### src/rtl/uart_rx_fifo_apb_pkg.sv
// Shared definitions for the UART receive FIFO APB block: register map, bit positions,
// APB FSM encoding and the interrupt threshold helper.
package uart_rx_fifo_apb_pkg;

  localparam logic [7:0] RegData   = 8'h00;
  localparam logic [7:0] RegStatus = 8'h01;
  localparam logic [7:0] RegCtrl   = 8'h02;

  localparam int unsigned StatNotEmpty = 0;
  localparam int unsigned StatFull     = 1;
  localparam int unsigned StatOverrun  = 2;
  localparam int unsigned StatCountLsb = 3;

  localparam int unsigned CtrlIrqEn  = 0;
  localparam int unsigned CtrlFlush  = 1;
  localparam int unsigned CtrlThrLsb = 4;

  typedef enum logic [1:0] {
    ApbIdle   = 2'b00,
    ApbSetup  = 2'b01,
    ApbAccess = 2'b10
  } apb_state_e;

  // A threshold of 0 behaves as 1; anything beyond the FIFO depth saturates at the depth.
  function automatic logic [4:0] eff_threshold(input logic [3:0] thr, input int unsigned depth);
    logic [4:0] res;
    if (thr == 4'd0) begin
      res = 5'd1;
    end else if ({28'd0, thr} > depth) begin
      res = 5'(depth);
    end else begin
      res = {1'b0, thr};
    end
    return res;
  endfunction

endpackage

### src/rtl/uart_rx_fifo_apb_sync_fifo.sv
// Synchronous byte FIFO with push, pop and flush; flush overrides both push and pop.
module uart_rx_fifo_apb_sync_fifo #(
  parameter int unsigned Depth = 8,
  parameter int unsigned PtrW  = 3,
  parameter int unsigned Width = 8
) (
  input  logic             clk_i,
  input  logic             rst_i,
  input  logic             push_i,
  input  logic [Width-1:0] wdata_i,
  input  logic             pop_i,
  input  logic             flush_i,
  output logic [Width-1:0] rdata_o,
  output logic             full_o,
  output logic             empty_o,
  output logic [PtrW:0]    count_o
);

  logic [Width-1:0] mem_q [Depth];
  logic [PtrW-1:0]  wr_ptr_q, wr_ptr_d;
  logic [PtrW-1:0]  rd_ptr_q, rd_ptr_d;
  logic [PtrW:0]    count_q, count_d;
  logic             do_push, do_pop;

  assign full_o  = (count_q == (PtrW+1)'(Depth));
  assign empty_o = (count_q == '0);
  assign count_o = count_q;
  assign rdata_o = mem_q[rd_ptr_q];

  // A pop in the same cycle frees a slot, so a push into a full FIFO is still accepted.
  always_comb begin
    do_pop  = pop_i & ~empty_o & ~flush_i;
    do_push = push_i & (~full_o | do_pop) & ~flush_i;
    wr_ptr_d = wr_ptr_q;
    rd_ptr_d = rd_ptr_q;
    count_d  = count_q;
    if (flush_i) begin
      wr_ptr_d = '0;
      rd_ptr_d = '0;
      count_d  = '0;
    end else begin
      if (do_push) wr_ptr_d = wr_ptr_q + PtrW'(1);
      if (do_pop)  rd_ptr_d = rd_ptr_q + PtrW'(1);
      if (do_push && !do_pop) count_d = count_q + (PtrW+1)'(1);
      else if (!do_push && do_pop) count_d = count_q - (PtrW+1)'(1);
    end
  end

  always_ff @(posedge clk_i or posedge rst_i) begin
    if (rst_i) begin
      wr_ptr_q <= '0;
      rd_ptr_q <= '0;
      count_q  <= '0;
    end else begin
      wr_ptr_q <= wr_ptr_d;
      rd_ptr_q <= rd_ptr_d;
      count_q  <= count_d;
    end
  end

  always_ff @(posedge clk_i) begin
    if (do_push) mem_q[wr_ptr_q] <= wdata_i;
  end

endmodule

### src/rtl/uart_rx_fifo_apb.sv
// UART receive byte FIFO exposed as an APB slave (DATA/STATUS/CTRL) with a level interrupt
// on FIFO threshold or overrun.
module uart_rx_fifo_apb
  import uart_rx_fifo_apb_pkg::*;
#(
  parameter int unsigned DEPTH = 8,
  parameter int unsigned PTR_W = 3
) (
  input  logic       PCLK,
  input  logic       PRESET,
  input  logic       PSEL,
  input  logic       PENABLE,
  input  logic       PWRITE,
  input  logic [7:0] PADDR,
  input  logic [7:0] PWDATA,
  output logic [7:0] PRDATA,
  output logic       PREADY,
  output logic       PSLVERR,
  input  logic       rx_done,
  input  logic [7:0] rx_parallel,
  output logic       rx_irq
);

  apb_state_e state_q, state_d;
  logic [7:0] prdata_q, prdata_d;
  logic       pready_q, pready_d;
  logic       pslverr_q, pslverr_d;
  logic       irq_en_q, irq_en_d;
  logic [3:0] thr_q, thr_d;
  logic       overrun_q, overrun_d;
  logic       rx_done_q;
  logic       rx_irq_q, rx_irq_d;

  logic       push_req, pop, flush, status_rd;
  logic       fifo_full, fifo_empty;
  logic [PTR_W:0] fifo_count;
  logic [7:0] fifo_rdata;
  logic [7:0] status_val, ctrl_val;
  logic       unused_pwdata;

  assign unused_pwdata = ^PWDATA[3:2];

  // Only the rising edge of rx_done counts, so a held strobe pushes once.
  assign push_req = rx_done & ~rx_done_q;

  uart_rx_fifo_apb_sync_fifo #(
    .Depth(DEPTH),
    .PtrW (PTR_W),
    .Width(8)
  ) u_fifo (
    .clk_i  (PCLK),
    .rst_i  (PRESET),
    .push_i (push_req),
    .wdata_i(rx_parallel),
    .pop_i  (pop),
    .flush_i(flush),
    .rdata_o(fifo_rdata),
    .full_o (fifo_full),
    .empty_o(fifo_empty),
    .count_o(fifo_count)
  );

  always_comb begin
    status_val                        = '0;
    status_val[StatNotEmpty]          = ~fifo_empty;
    status_val[StatFull]              = fifo_full;
    status_val[StatOverrun]           = overrun_q;
    status_val[7:StatCountLsb]        = 5'(fifo_count);
    ctrl_val                          = '0;
    ctrl_val[CtrlIrqEn]               = irq_en_q;
    ctrl_val[7:CtrlThrLsb]            = thr_q;
  end

  always_comb begin
    state_d   = state_q;
    prdata_d  = prdata_q;
    pready_d  = 1'b0;
    pslverr_d = 1'b0;
    irq_en_d  = irq_en_q;
    thr_d     = thr_q;
    pop       = 1'b0;
    flush     = 1'b0;
    status_rd = 1'b0;

    unique case (state_q)
      ApbIdle: begin
        if (PSEL && !PENABLE) state_d = ApbSetup;
      end
      ApbSetup: begin
        if (!PSEL) state_d = ApbIdle;
        else if (PENABLE) state_d = ApbAccess;
      end
      ApbAccess: begin
        state_d  = ApbIdle;
        pready_d = 1'b1;
        prdata_d = '0;
        if (PWRITE) begin
          if (PADDR == RegCtrl) begin
            irq_en_d = PWDATA[CtrlIrqEn];
            thr_d    = PWDATA[7:CtrlThrLsb];
            flush    = PWDATA[CtrlFlush];
          end else begin
            pslverr_d = 1'b1;
          end
        end else begin
          case (PADDR)
            RegData: begin
              if (fifo_empty) begin
                pslverr_d = 1'b1;
              end else begin
                prdata_d = fifo_rdata;
                pop      = 1'b1;
              end
            end
            RegStatus: begin
              prdata_d  = status_val;
              status_rd = 1'b1;
            end
            RegCtrl:  prdata_d  = ctrl_val;
            default:  pslverr_d = 1'b1;
          endcase
        end
      end
      default: state_d = ApbIdle;
    endcase

    // A new overrun in the same cycle as a STATUS read stays visible for the next read.
    overrun_d = overrun_q;
    if (flush) overrun_d = 1'b0;
    else if (push_req && fifo_full && !pop) overrun_d = 1'b1;
    else if (status_rd) overrun_d = 1'b0;

    rx_irq_d = irq_en_q & ((5'(fifo_count) >= eff_threshold(thr_q, DEPTH)) | overrun_q);
  end

  always_ff @(posedge PCLK or posedge PRESET) begin
    if (PRESET) begin
      state_q   <= ApbIdle;
      prdata_q  <= '0;
      pready_q  <= 1'b0;
      pslverr_q <= 1'b0;
      irq_en_q  <= 1'b0;
      thr_q     <= '0;
      overrun_q <= 1'b0;
      rx_done_q <= 1'b0;
      rx_irq_q  <= 1'b0;
    end else begin
      state_q   <= state_d;
      prdata_q  <= prdata_d;
      pready_q  <= pready_d;
      pslverr_q <= pslverr_d;
      irq_en_q  <= irq_en_d;
      thr_q     <= thr_d;
      overrun_q <= overrun_d;
      rx_done_q <= rx_done;
      rx_irq_q  <= rx_irq_d;
    end
  end

  assign PRDATA  = prdata_q;
  assign PREADY  = pready_q;
  assign PSLVERR = pslverr_q;
  assign rx_irq  = rx_irq_q;

endmodule

### config.mk
export PLATFORM = sky130hd
export DESIGN_NAME = uart_rx_fifo_apb
export DESIGN_NICKNAME = d
export VERILOG_FILES = /design/src/rtl/uart_rx_fifo_apb_pkg.sv /design/src/rtl/uart_rx_fifo_apb_sync_fifo.sv /design/src/rtl/uart_rx_fifo_apb.sv
export SDC_FILE = /design/constraint.sdc
export NUM_CORES = 1
export LEC_CHECK = 0
export ABC_AREA = 1
export BUFFER_PORTS_ARGS = -buffer_cell sky130_fd_sc_hd__buf_2
export CORE_ASPECT_RATIO = 0.8
export CORE_UTILIZATION = 40
export DETAILED_ROUTE_END_ITERATION = 16
export GPL_TIMING_DRIVEN = 0
export PLACE_DENSITY = 0.67
export SLEW_MARGIN = 15
export SYNTH_ARGS = -nofsm -noshare
export SYNTH_HDL_FRONTEND = slang
export SYNTH_SLANG_ARGS = --single-unit
export TNS_END_PERCENT = 1
### constraint.sdc
create_clock -name PCLK -period 3.09 [get_ports PCLK]
set_clock_uncertainty 0.1 [all_clocks]
set_input_delay 0.4635 -clock PCLK [delete_from_list [all_inputs] [get_ports PCLK]]
set_output_delay 0.4635 -clock PCLK [all_outputs]
set_load 0.03 [all_outputs]
# Word-level counts from Yosys, hierarchy flattened
# Memory sizes are Yosys's and may differ from the RTL's.
# Index checks and enable logic that the tools add are counted.
# word_totals
wordCells,95
output_inout_bits,11
romBits,0
latchBits,0
inputBits,30
regBits,30
mem_bits_rw,64
memories,1
# mem_list
name,words,width,read_ports,rd_ports_with_merged_regs,write_ports,line,rtl
u_fifo.mem_q,8,8,1,0,1,uart_rx_fifo_apb_sync_fifo.sv:19,logic [Width-1:0] mem_q [Depth];
# classes
eq_ne,7
n_mux,37
n_lt_le_gt_ge,2
n_reduce_logical,20
mul,0
shifts,0
div,0
n_bitwise,12
add_sub_neg,4
# ops
cell,n
one-hot mux 8 bit (3 select lines),1
2-to-1 mux 1 bit,20
2-to-1 mux 4 bit,5
2-to-1 mux 8 bit,2
2-to-1 mux 3 bit,4
"equality test 8 x 1 -> 1 bit, second input constant",1
"equality test 8 x 2 -> 1 bit, second input constant",1
zero test 4 bit,2
zero test 8 bit,1
"adder 3 x 1 -> 3 bit, second input constant",2
AND 1 bit,6
2-to-1 mux 2 bit,3
nonzero test 3 bit,2
>= comparator 4 x 5 -> 1 bit,1
logical AND 1 bit,5
"adder 4 x 1 -> 4 bit, second input constant",1
"equality test 4 bit, second input constant",1
"> comparator 4 bit, second input constant",1
zero test 1 bit,4
inverter 1 bit,4
one-hot mux 2 bit (2 select lines),1
nonzero test 2 bit,2
"subtractor 4 x 1 -> 4 bit, second input constant",1
"!= test 3 bit, second input constant",1
9 further kinds,10

# Longest topological paths before layout
# Gate-level depths: netlist (run 1).
# depth
depth_word,15
depth_mapped,16
mapped_depth_nobuf,16

# Hierarchy
# From an unflattened synthesis (run 1), not the netlist that was laid out.
# hier_totals
hier_cells,451
hier_area_um2,4460.5
# modules_own_cells
module,n_inst,area_per_inst_um2,cells_each,seq_area_each_um2
uart_rx_fifo_apb_sync_fifo,1,3204.3,283,2172.1
uart_rx_fifo_apb,1,1256.2,168,500.5

# Least setup slack after synthesis (run 1)
# Ideal clock, no wire load.
# synth_timing
path_type,input port to flip-flop
startpoint,in PADDR[7]
endpoint,reg u_fifo.count_q[3] (netlist: u_fifo.count_o[3])
path_slack_ps,887
t_required_ps,2872
stages,14
path_buffers,0
setup_ps,118
t_arrival_ps,1985
cell_sequence,nor2_1 -> nand2_2 -> nor2_4 -> nand4_4 -> nand4_2 -> ha_1 -> a21oi_1 -> nand3_1 -> nand2_1 -> inv_1 -> nand3_1 -> nand2_1 -> nand3_1 -> nand2_1
# synth_between
elab_chain_cells,12
elab_cells_between_ends,21
classes_between,1 x eq/ne; 8 x mux; 6 x bitwise; 6 x reduce/logical
# synth_lines
item,line,rtl
from (decl),uart_rx_fifo_apb.sv:14,"input logic [7:0] PADDR,"
zero test 8 bit or equality test 8 x 2 -> 1 bit (tied branches),"uart_rx_fifo_apb.sv:106, uart_rx_fifo_apb.sv:98",
2-to-1 mux 1 bit (on tied branches),"uart_rx_fifo_apb.sv:106, uart_rx_fifo_apb.sv:98",
2-to-1 mux 1 bit,uart_rx_fifo_apb.sv:97,if (PWRITE) begin
2-to-1 mux 1 bit,uart_rx_fifo_apb.sv:85,unique case (state_q)
AND 1 bit or inverter 1 bit (tied branches),"uart_rx_fifo_apb_sync_fifo.sv:32, uart_rx_fifo_apb_sync_fifo.sv:33",
AND 1 bit,uart_rx_fifo_apb_sync_fifo.sv:32,do_pop = pop_i & ~empty_o & ~flush_i;
bitwise OR 1 bit,uart_rx_fifo_apb_sync_fifo.sv:33,do_push = push_i & (~full_o | do_pop) & ~flush_i;
AND 1 bit (2 in a row),uart_rx_fifo_apb_sync_fifo.sv:33,
logical AND 1 bit or zero test 1 bit (tied branches),"uart_rx_fifo_apb_sync_fifo.sv:44, uart_rx_fifo_apb_sync_fifo.sv:45",
2-to-1 mux 4 bit or logical AND 1 bit (tied branches),"uart_rx_fifo_apb_sync_fifo.sv:44, uart_rx_fifo_apb_sync_fifo.sv:45",
2-to-1 mux 4 bit or nonzero test 3 bit (tied branches),--,
to (signal assigned),uart_rx_fifo_apb_sync_fifo.sv:57,count_q <= count_d;
to (decl),uart_rx_fifo_apb_sync_fifo.sv:22,"logic [PtrW:0] count_q, count_d;"
# Parallel ways exist; a longest one is shown, timed or not.
# A chain may end at the register's enable or synchronous reset.

# Worst setup path after layout (run 1)
# layout_timing
startpoint,reg state_q[0]
endpoint,"mem u_fifo.mem_q[3][2], enable pin"
# layout_between
elab_chain_cells,9
elab_cells_between_ends,11
classes_between,1 x eq/ne; 4 x mux; 6 x bitwise
# layout_lines
item,line,rtl
from (decl),uart_rx_fifo_apb.sv:24,"apb_state_e state_q, state_d;"
from (signal assigned),uart_rx_fifo_apb.sv:138,state_q <= ApbIdle;
from (signal assigned),uart_rx_fifo_apb.sv:148,state_q <= state_d;
equality test 2 bit (*),uart_rx_fifo_apb.sv:85,
2-to-1 mux 1 bit,uart_rx_fifo_apb.sv:85,
AND 1 bit or inverter 1 bit (tied branches),"uart_rx_fifo_apb_sync_fifo.sv:32, uart_rx_fifo_apb_sync_fifo.sv:33",
AND 1 bit,uart_rx_fifo_apb_sync_fifo.sv:32,
bitwise OR 1 bit,uart_rx_fifo_apb_sync_fifo.sv:33,
AND 1 bit,uart_rx_fifo_apb_sync_fifo.sv:33,
AND 1 bit (*),uart_rx_fifo_apb_sync_fifo.sv:33,
2-to-1 mux 1 bit (*),uart_rx_fifo_apb_sync_fifo.sv:62,if (do_push) mem_q[wr_ptr_q] <= wdata_i;
2-to-1 mux 1 bit (implied by the code) (*),uart_rx_fifo_apb_sync_fifo.sv:62,
to (decl),uart_rx_fifo_apb_sync_fifo.sv:19,
# Every way passes the cells marked *; elsewhere a longest branch is shown, timed or not.

==> metrics.txt, run 1 <==
run status completed; fin. max-slew vios 0; synth warn 0; Logic pwr share 16.3%; ys flop type edfxtp_1; worst min path class input port to asynchronous set/reset pin; Fmax 0.380 GHz; first-pass GRT wire length 14600 um; Clock Tree Buf Depth 2; # rows 33; via count 2968; synthesized area per cell 10.8 sq um; die width 117 um; Hold Vio Cnt, Final 0; Clk pwr share 34.7%; final WL 9100 um; CTS root buffer clkbuf_16; CTS tree yes; Least-Margin Pin Slew 969 ps; clk sinks 94; Synth area leader edfxtp_1; sequential area share after synthesis 63.5%; Seq cells post-synth 94; Placed Cells 566; NumNets Final 476; sequential share of power 49.0%; mapped cell area 0.00421 sq mm; Worst Path Required 2950 ps; fillers 947; hold_buf cts 0; Total GRT Usage 18.2%; Internal Power 2.28 mW; Final Cycle Share 85.2%; Period minus WS final 2630 ps; H-tree depth 3; DRT iter0 DRCs 267; Diodes inserted 0; Resized Gates After CTS 0; peak supply drop 0.238 mV; WL/cell 15.6 um; clock latency at the later pin of the worst-skew pair 340 ps; Reg clk slew, reported paths 60 ps; syn nets 427; Min Hold Slack 107 ps; cts bufs inserted 9; Post-DP Area 0.00457 sq mm; Leakage Power 1.94 nW; layout cells sized above 1 17.9%; antenna violations before repair 0; gr ovfl total 0; top post-synthesis cells by area edfxtp_1 46%, dfrtp_1 18%, nor2_1 5.6%; startpoint types flip-flop; RSZ-0062 raised after global routing false; Residual DRC 0; Vias/cell 5.10; WS Path Type flip-flop to flip-flop; Initial Utilization 41.1%; PortBufs 38; DP HPWL 6370 um; number of synthesized flops with an enable pin 64; TritonRoute pass-1 iters 4; vias in the first global route 2851; share of the synthesized area in the top cell type 45.7%; core area 0.0102 sq mm; I/O Pins 41; CP arrival 2490 ps; pin count of the biggest net entering global routing 31; power per cell area 651 mW/mm^2; setup bufs post-CTS 0; Switch Pwr 0.889 mW; Sw Share 28.0%; post-layout util 47.6%; Unique masters post-synth 35; design area 0.00487 sq mm; die area 0.0109 sq mm; normalized max-slew margin 35.1%; Mapped Cells 388; gpl congestion 0.821; total of max-cap violations 0; endpoints failing setup 0; area delta synth->final 15.7%; FFs w/ async S/R, synth 31.9%; CP Capture Type flip-flop; final antenna-violating net count 0; Sum Neg Setup Slack 0 ps; Die Ht 93.7 um; final non-filler cell total 582; worst-path fanout max 10
## registers in the layout, summed over array words and instances (netlist names)
signal	cells
irq_en_q	1
thr_q	4
u_fifo.rd_ptr_q	3
PSLVERR	1
PREADY	1
u_fifo.wr_ptr_q	3
rx_irq	1
u_fifo.mem_q	64
overrun_q	1
state_q	2
PRDATA	8
u_fifo.count_o	4
rx_done_q	1
## metal layers
layer	up-vias	part of all wire [%]	track usage [%]
li1	1458	-	-
met3	12	5.9	2.71
met1	1421	46	26.0
met2	77	46	27.5
met5	-	0	0
met4	0	1.9	8.12
## path summary, 6_finish.rpt
kind / startpoint / endpoint / slack (ps) / depth (start not counted)
setup / recovery: state_q[0] / u_fifo.mem_q[3][2] / 460 / 7
hold / removal: PRESET / state_q[1] / 110 / 2
hold reg to reg: PRDATA[6] / PRDATA[6] / 380 / 2
setup reg to reg: state_q[0] / u_fifo.mem_q[3][2] / 460 / 7
max in group asynchronous: PRESET / PRDATA[6] / 2370 / 2
min in group PCLK: rx_done / rx_done_q / 150 / 1
## power groups by stage
stage                     clock network (mW)  logic (mW)  registers, mW
after floorplan                            0       0.343           1.60
after global placement                     0       0.500           1.57
after detailed placement                   0       0.516           1.58
after CTS                               1.11       0.520           1.55
after global routing                    1.16       0.592           1.56
final                                   1.10       0.516           1.55
## critical path, stage by stage (launching register included)
cell and delay, ps:
dfrtp_1 440, nor2_8 200, inv_4 90, nor2_4 120
nand3_4 130, a21boi_4 230, nand3_1 170, nor2_1 770
## kinds of logic (layout without fill, tap and decap cells)
kind of cell             after synthesis  after routing  share of synthesized area [%]
AND/OR/NAND/NOR                      167            167                           18.8
flip-flops                            94             94                           63.5
AO/OA/AOI/OAI                         73             73                           10.4
buffers and inverters                 43             97                           3.95
adder cells (fa/ha/maj)                9              9                           2.85
XOR/XNOR                               1              1                          0.208
multiplexers                           1              1                          0.268
## synthesized netlist by cell type (2+ instances only)
| cell type | count |
|---|---|
| nand2_2 | 3 |
| nand3_1 | 25 |
| nor2_2 | 5 |
| buf_2 | 2 |
| o211ai_1 | 9 |
| nand2_1 | 56 |
| clkbuf_1 | 9 |
| nor2_4 | 3 |
| ha_1 | 8 |
| dfrtp_1 | 30 |
| edfxtp_1 | 64 |
| nor2_1 | 63 |
| inv_1 | 26 |
| nand4_2 | 3 |
| o221ai_1 | 8 |
| nand4_1 | 3 |
| inv_2 | 4 |
| a21oi_1 | 9 |
| o21ai_1 | 8 |
| o21ai_0 | 35 |
## stage by stage
step           power (mW)  setup slack (ps)
2_1_floorplan        1.94               887
4_1_cts              3.18               484
3_5_place_dp         2.09               339
5_1_grt              3.31               360
3_3_place_gp         2.07               367
6_report             3.17               458
## cell usage in the layout, fill, tap and decap left out, types with 25 or more instances in the layout
cell      count
nand3_1      25
dfrtp_1      30
edfxtp_1     64
nor2_1       63
nand2_1      56
inv_1        25
o21ai_0      35
buf_2        40
## cell type report
type | instances | area, sq um | area share [%]
tap | 140 | 175 | 3.60
multi-input combinational | 251 | 1370 | 28.1
buffer | 11 | 43.8 | 0.899
clock inverter | 7 | 71.3 | 1.46
timing repair buffer | 38 | 190 | 3.91
inverter | 32 | 123 | 2.52
clock buffer | 9 | 225 | 4.62
sequential | 94 | 2670 | 54.9
Note: power is estimated with default switching activity, not from simulation.
==> inputs of run 2 (changes only) <==
--- a/config.mk
+++ b/config.mk
@@ -11,7 +11,7 @@
 export CORE_UTILIZATION = 40
 export DETAILED_ROUTE_END_ITERATION = 16
 export GPL_TIMING_DRIVEN = 0
-export PLACE_DENSITY = 0.67
+export PLACE_DENSITY = 0.69
 export SLEW_MARGIN = 15
 export SYNTH_ARGS = -nofsm -noshare
 export SYNTH_HDL_FRONTEND = slang
==> constraint.sdc (replaced) <==
create_clock -name PCLK -period 2.2 [get_ports PCLK]
set_clock_uncertainty 0.1 [all_clocks]
set_input_delay 0.33 -clock PCLK [delete_from_list [all_inputs] [get_ports PCLK]]
set_output_delay 0.33 -clock PCLK [all_outputs]
set_load 0.03 [all_outputs]
==> run 2 against run 1 <==
Net effect:
- die area did not move
- critical path type unchanged
- largest power group unchanged
- flip-flop and latch count unchanged
- setup slack lost 510 ps
- power grew 53%
- the run now ends with negative hold slack, negative setup slack left
- sequential share of layout area down 3.9 points
- count of clock-buffer cells in the layout unchanged
- critical path depth grew 1
- global-route usage grew 0.55 points
- register-to-register slack got worse by 510 ps
- combinational power rose by 120%
- non-clock buffer count is 25 higher
==> metrics.txt, run 2 (synthesis gave the netlist of run 1 again) <==
run status complete, but fails checks (was completed); power per cell area 926 mW/mm^2 (was 651 mW/mm^2); Total GRT Usage 18.8% (was 18.2%); worst min path class input port to asynchronous set/reset pin (unchanged); die area 0.0109 sq mm (unchanged); pin count of the biggest net entering global routing 31 (unchanged); die width 117 um (unchanged); TritonRoute pass-1 iters 4 (unchanged); Clock Tree Buf Depth 2 (unchanged); CP Capture Type flip-flop (unchanged); Initial Utilization 41.1% (unchanged); commonest cells after routing, fill and taps aside 64 x edfxtp_1, 59 x nor2_1, 56 x nand2_1 (was 64 x edfxtp_1, 63 x nor2_1, 56 x nand2_1); Reg with most FFs u_fifo.mem_q (unchanged); fin. max-slew vios 0 (unchanged); Worst Path Required 2110 ps (was 2950 ps); Die Ht 93.7 um (unchanged); count of cells along the worst register-to-register path 8 (was 7); DRT iter0 DRCs 347 (was 267); number of flip-flops in the largest register 64 (unchanged); Hold Vio Cnt, Final 25 (was 0); gpl congestion 0.806 (was 0.821); layout cells sized above 1 25.7% (was 17.9%); final WL 10000 um (was 9100 um); worst r2r dst u_fifo.mem_q[4][7] (was u_fifo.mem_q[3][2]); normalized max-slew margin 54.6% (was 35.1%); CTS root buffer clkbuf_16 (unchanged); antenna violations before repair 0 (unchanged); WL/cell 16.5 um (was 15.6 um); cts bufs inserted 9 (unchanged); Period minus WS final 2250 ps (was 2630 ps); peak supply drop 0.368 mV (was 0.238 mV); fillers 909 (was 947); Reg2Reg Launch Point state_q[0] (unchanged); Leakage Power 2.09 nW (was 1.94 nW); core area 0.0102 sq mm (unchanged); clk sinks 94 (unchanged); first-pass GRT wire length 14800 um (was 14600 um); PortBufs 38 (unchanged); final antenna-violating net count 0 (unchanged); startpoint types flip-flop (unchanged); FF-to-FF setup slack -50 ps (was 460 ps); worst-path fanout max 10 (unchanged); Least-Margin Pin Slew 680 ps (was 969 ps); Final WS setup -52.0 ps (was 458 ps); Reg clk slew, reported paths 70 ps (was 60 ps); Residual DRC 0 (unchanged); Final Cycle Share 102% (was 85.2%); commonest non-fill, non-tap cell in the layout edfxtp_1 (unchanged); via count 3197 (was 2968); area delta synth->final 24.7% (was 15.7%); CP arrival 2160 ps (was 2490 ps); post-layout util 51.2% (was 47.6%); Fmax 0.444 GHz (was 0.380 GHz); vias in the first global route 2980 (was 2851); endpoints failing setup 31 (was 0); CTS tree yes (unchanged); RSZ-0062 raised after global routing true (was false); clock latency at the later pin of the worst-skew pair 340 ps (about the same); H-tree depth 3 (unchanged); Min Hold Slack -12.4 ps (was 107 ps); DP HPWL 6370 um (about the same); Diodes inserted 0 (unchanged); # rows 33 (unchanged); failing checks negative hold slack, negative setup slack; NumNets Final 501 (was 476); Power Total 4.86 mW (was 3.17 mW); I/O Pins 41 (unchanged); total of max-cap violations 0 (unchanged); Place WS -498 ps (was 339 ps); Vias/cell 5.27 (was 5.10); gr ovfl total 0 (unchanged); WS Path Type flip-flop to flip-flop (unchanged)
==> run 2: metrics by stage <==
step	setup TNS, ps	hold slack, ps	instance area, sq um	std cells
floorplan	0	261	4210	388
global placement	-16340	354	4570	566
detailed placement	-20390	355	4570	566
CTS	-3040	28.1	5030	590
global route	-2480	34.4	5250	607
finish	-987	-12.4	5250	607
==> run 2: timing repair <==
| item | CTS | global route |
|---|---|---|
| hold buffers | 1 | 0 |
| setup buffers | 7 | 17 |
| setup endpoints to repair | 65 | 67 |
| resized for setup | 17 | 15 |
| pin swaps | 5 | 7 |
| hold endpoints to repair | 1 | 0 |
==> run 2: final cells by class <==
| type | count | area (sq um) | area share, % |
|---|---|---|---|
| Multi-Input combinational cell | 251 | 1480 | 28.2 |
| Timing Repair Buffer | 63 | 443 | 8.44 |
| Tap cell | 140 | 175 | 3.34 |
| Buffer | 11 | 43.8 | 0.835 |
| Clock inverter | 7 | 72.6 | 1.38 |
| Sequential cell | 94 | 2680 | 51.0 |
| Inverter | 32 | 133 | 2.53 |
| Clock buffer | 9 | 225 | 4.29 |
==> run 2: how the worst max path moves through the flow <==
stage	startpoint	endpoint	slack [ps]	cells past startpoint
5_1_grt	state_q[0]	u_fifo.count_o[3]	-100	15
3_3_place_gp	PADDR[7]	u_fifo.mem_q[3][5]	-410	8
3_5_place_dp	PADDR[3]	u_fifo.mem_q[3][6]	-500	8
6_report	state_q[0]	u_fifo.mem_q[4][7]	-50	8
4_1_cts	u_fifo.count_o[1]	u_fifo.count_o[3]	-170	14
2_1_floorplan	u_fifo.count_o[0]	u_fifo.count_o[3]	40	13
==> run 2: critical path, stage by stage, from the launching register on <==
cell and delay [ps]:
dfrtp_2 440, nor2_8 170, inv_6 70, nor2_4 110, nand3_4 150, nand2_1 100
nand3_1 140, or2_4 340, nor2_4 280
==> run 2: per-layer routing <==
metal  GRT usage, %  routed length (um)  vias to the layer above
met5              0                   0                        -
met4           6.54                 136                        0
met3           5.23                 563                       11
met2           28.7                4730                      100
met1           25.5                4620                     1584
li1               -                   -                     1502
==> run 2: power by group <==
part,switching [mW],internal [mW],total (mW)
Combinational,0.662,0.453,1.11
Sequential,0.126,2.08,2.21
Clock,0.653,0.884,1.54
==> inputs of run 3 (changes only) <==
--- a/config.mk
+++ b/config.mk
@@ -12,6 +12,8 @@
 export DETAILED_ROUTE_END_ITERATION = 16
 export GPL_TIMING_DRIVEN = 0
 export PLACE_DENSITY = 0.69
+export RECOVER_POWER = 50
+export SKIP_CTS_REPAIR_TIMING = 1
 export SLEW_MARGIN = 15
 export SYNTH_ARGS = -nofsm -noshare
 export SYNTH_HDL_FRONTEND = slang
==> run 3 against run 2 <==
Net effect:
- the run ends with negative setup slack left
- die area unchanged
- via count fell by 1.3%
- register-to-register slack better by 50 ps
- global-route usage is 0.47 points lower
- fmax rose by 2.1%
- power shrank 2.5%
- wire length is 4.1% lower
- largest power group unchanged
==> metrics.txt, run 3 (synthesis gave the netlist of run 1 again) <==
run status complete, but fails checks (unchanged); failing checks negative setup slack (was negative hold slack, negative setup slack); Sequential Area 0.00268 sq mm (unchanged); final antenna-violating net count 0 (unchanged); Min Hold Slack 41.1 ps (was -12.4 ps); Place WS -498 ps (unchanged); Leakage Power 2.02 nW (was 2.09 nW); CTS tree yes (unchanged); gpl congestion 0.806 (unchanged); Reg clk slew, reported paths 70 ps (about the same); core area 0.0102 sq mm (unchanged); FF-to-FF setup slack -6 ps (was -50 ps); layout cells sized above 1 22.4% (was 25.7%); power per cell area 917 mW/mm^2 (was 926 mW/mm^2); RSZ-0062 raised after global routing true (unchanged); WL/cell 16.0 um (was 16.5 um); Crit path top cell by count nor2_4 (unchanged); Diodes inserted 0 (unchanged); clk sinks 94 (unchanged); final WL 9630 um (was 10000 um); fin. max-slew vios 0 (unchanged); worst r2r dst u_fifo.mem_q[0][7] (was u_fifo.mem_q[4][7]); count of cells along the worst register-to-register path 8 (unchanged); Initial Utilization 41.1% (unchanged); Hold Crit Depth 2; Residual DRC 0 (unchanged); fillers 913 (was 909); Hold Vio Cnt, Final 0 (was 25); Power Total 4.74 mW (was 4.86 mW); H-tree depth 3 (unchanged); worst min path class input port to flip-flop (was input port to asynchronous set/reset pin); Post-DP Area 0.00457 sq mm (unchanged); Final WS setup -6.35 ps (was -52.0 ps); cts bufs inserted 9 (unchanged); Reg with most FFs u_fifo.mem_q (unchanged); number of flip-flops in the largest register 64 (unchanged); I/O Pins 41 (unchanged); Worst Path Required 2100 ps (was 2110 ps); design area 0.00516 sq mm (was 0.00525 sq mm); startpoint types flip-flop (unchanged); critical-path cell list nor2_8, inv_6, nor2_4, nand3_4, nand2_1, nand3_1, or2_4, nor2_4 (unchanged); Final Cycle Share 100% (was 102%); pin count of the biggest net entering global routing 31 (unchanged); die width 117 um (unchanged); endpoints failing setup 5 (was 31); TritonRoute pass-1 iters 5 (was 4); PortBufs 38 (unchanged); CP arrival 2110 ps (was 2160 ps); CTS root buffer clkbuf_16 (unchanged); CP Capture Type flip-flop (unchanged); HP Start PENABLE; Period minus WS final 2210 ps (was 2250 ps); Fmax 0.453 GHz (was 0.444 GHz); via count 3156 (was 3197); DP HPWL 6370 um (unchanged); Vias/cell 5.26 (was 5.27); area of the multi-input gates 0.00146 sq mm (was 0.00148 sq mm); first-pass GRT wire length 14500 um (was 14800 um); Clock Tree Buf Depth 2 (unchanged); post-layout util 50.4% (was 51.2%); die area 0.0109 sq mm (unchanged); commonest non-fill, non-tap cell in the layout edfxtp_1 (unchanged); gr ovfl total 0 (unchanged); Total GRT Usage 18.3% (was 18.8%); total of max-cap violations 0 (unchanged); Hold EP state_q[0]; worst-path fanout max 10 (unchanged); area delta synth->final 22.7% (was 24.7%); Least-Margin Pin Slew 1180 ps (was 680 ps); commonest cells after routing, fill and taps aside 64 x edfxtp_1, 59 x nor2_1, 56 x nand2_1 (unchanged); NumNets Final 494 (was 501); DRT iter0 DRCs 253 (was 347); Reg2Reg Launch Point state_q[0] (unchanged); antenna violations before repair 0 (unchanged); clock latency at the later pin of the worst-skew pair 350 ps (was 340 ps); vias in the first global route 2971 (was 2980); normalized max-slew margin 21.1% (was 54.6%); Slowest-stage cell, CP dfrtp_2 (unchanged); Die Ht 93.7 um (unchanged); Largest stage delay, worst path 440 ps (about the same); WS Path Type flip-flop to flip-flop (unchanged); # rows 33 (unchanged); peak supply drop 0.363 mV (was 0.368 mV)
-- run 3: cell count changes in the layout (fill, tap and decap cells not counted) --
cell	previous run	this run
buf_2	40	32
clkbuf_1	9	17
buf_4	19	12
a21oi_2	0	1
a21oi_4	1	0
inv_1	21	22
inv_2	6	5
nand3_1	23	24
nand3_4	2	1
-- run 3: critical path: cells and delay by family (launching register included) --
| kind | cells | cell delay, ps |
|---|---|---|
| and+or+nand+nor | 7 | 1230 |
| DFF | 1 | 440 |
| buffers and inverters | 1 | 80 |
-- run 3: how the worst max path moves through the flow --
stage / slack, ps / from / endpoint / depth (start not counted)
4_1_cts: -500 / state_q[0] / u_fifo.mem_q[3][7] / 7
3_3_place_gp: -410 / PADDR[7] / u_fifo.mem_q[3][5] / 8
6_report: -6 / state_q[0] / u_fifo.mem_q[0][7] / 8
3_5_place_dp: -500 / PADDR[3] / u_fifo.mem_q[3][6] / 8
5_1_grt: -120 / state_q[0] / u_fifo.count_o[3] / 15
2_1_floorplan: 40 / u_fifo.count_o[0] / u_fifo.count_o[3] / 13
-- run 3: metal layers --
metal	GRT usage, %	vias to the layer above	part of all wire [%]
met4	6.33	0	1.8
met2	28.0	114	46
met3	5.48	16	6.5
li1	-	1488	-
met5	0	-	0
met1	24.7	1538	46
-- run 3: where the power goes --
group          internal (mW)  switching (mW)  total, mW
Clock                  0.884           0.657       1.54
Sequential              2.08           0.124       2.21
Combinational          0.381           0.611      0.992
-- run 3: metrics by stage --
step,instances,setup TNS [ps]
floorplan,388,0
global placement,566,-16340
detailed placement,566,-20390
CTS,582,-20390
global route,600,-3540
finish,600,-15.3
-- run 3: layout make-up --
cell class	instances	area share [%]
Inverter	32	2.57
Sequential cell	94	51.8
Clock buffer	9	4.36
Multi-Input combinational cell	251	28.2
Timing Repair Buffer	56	7.36
Clock inverter	7	1.41
Tap cell	140	3.39
Buffer	11	0.848
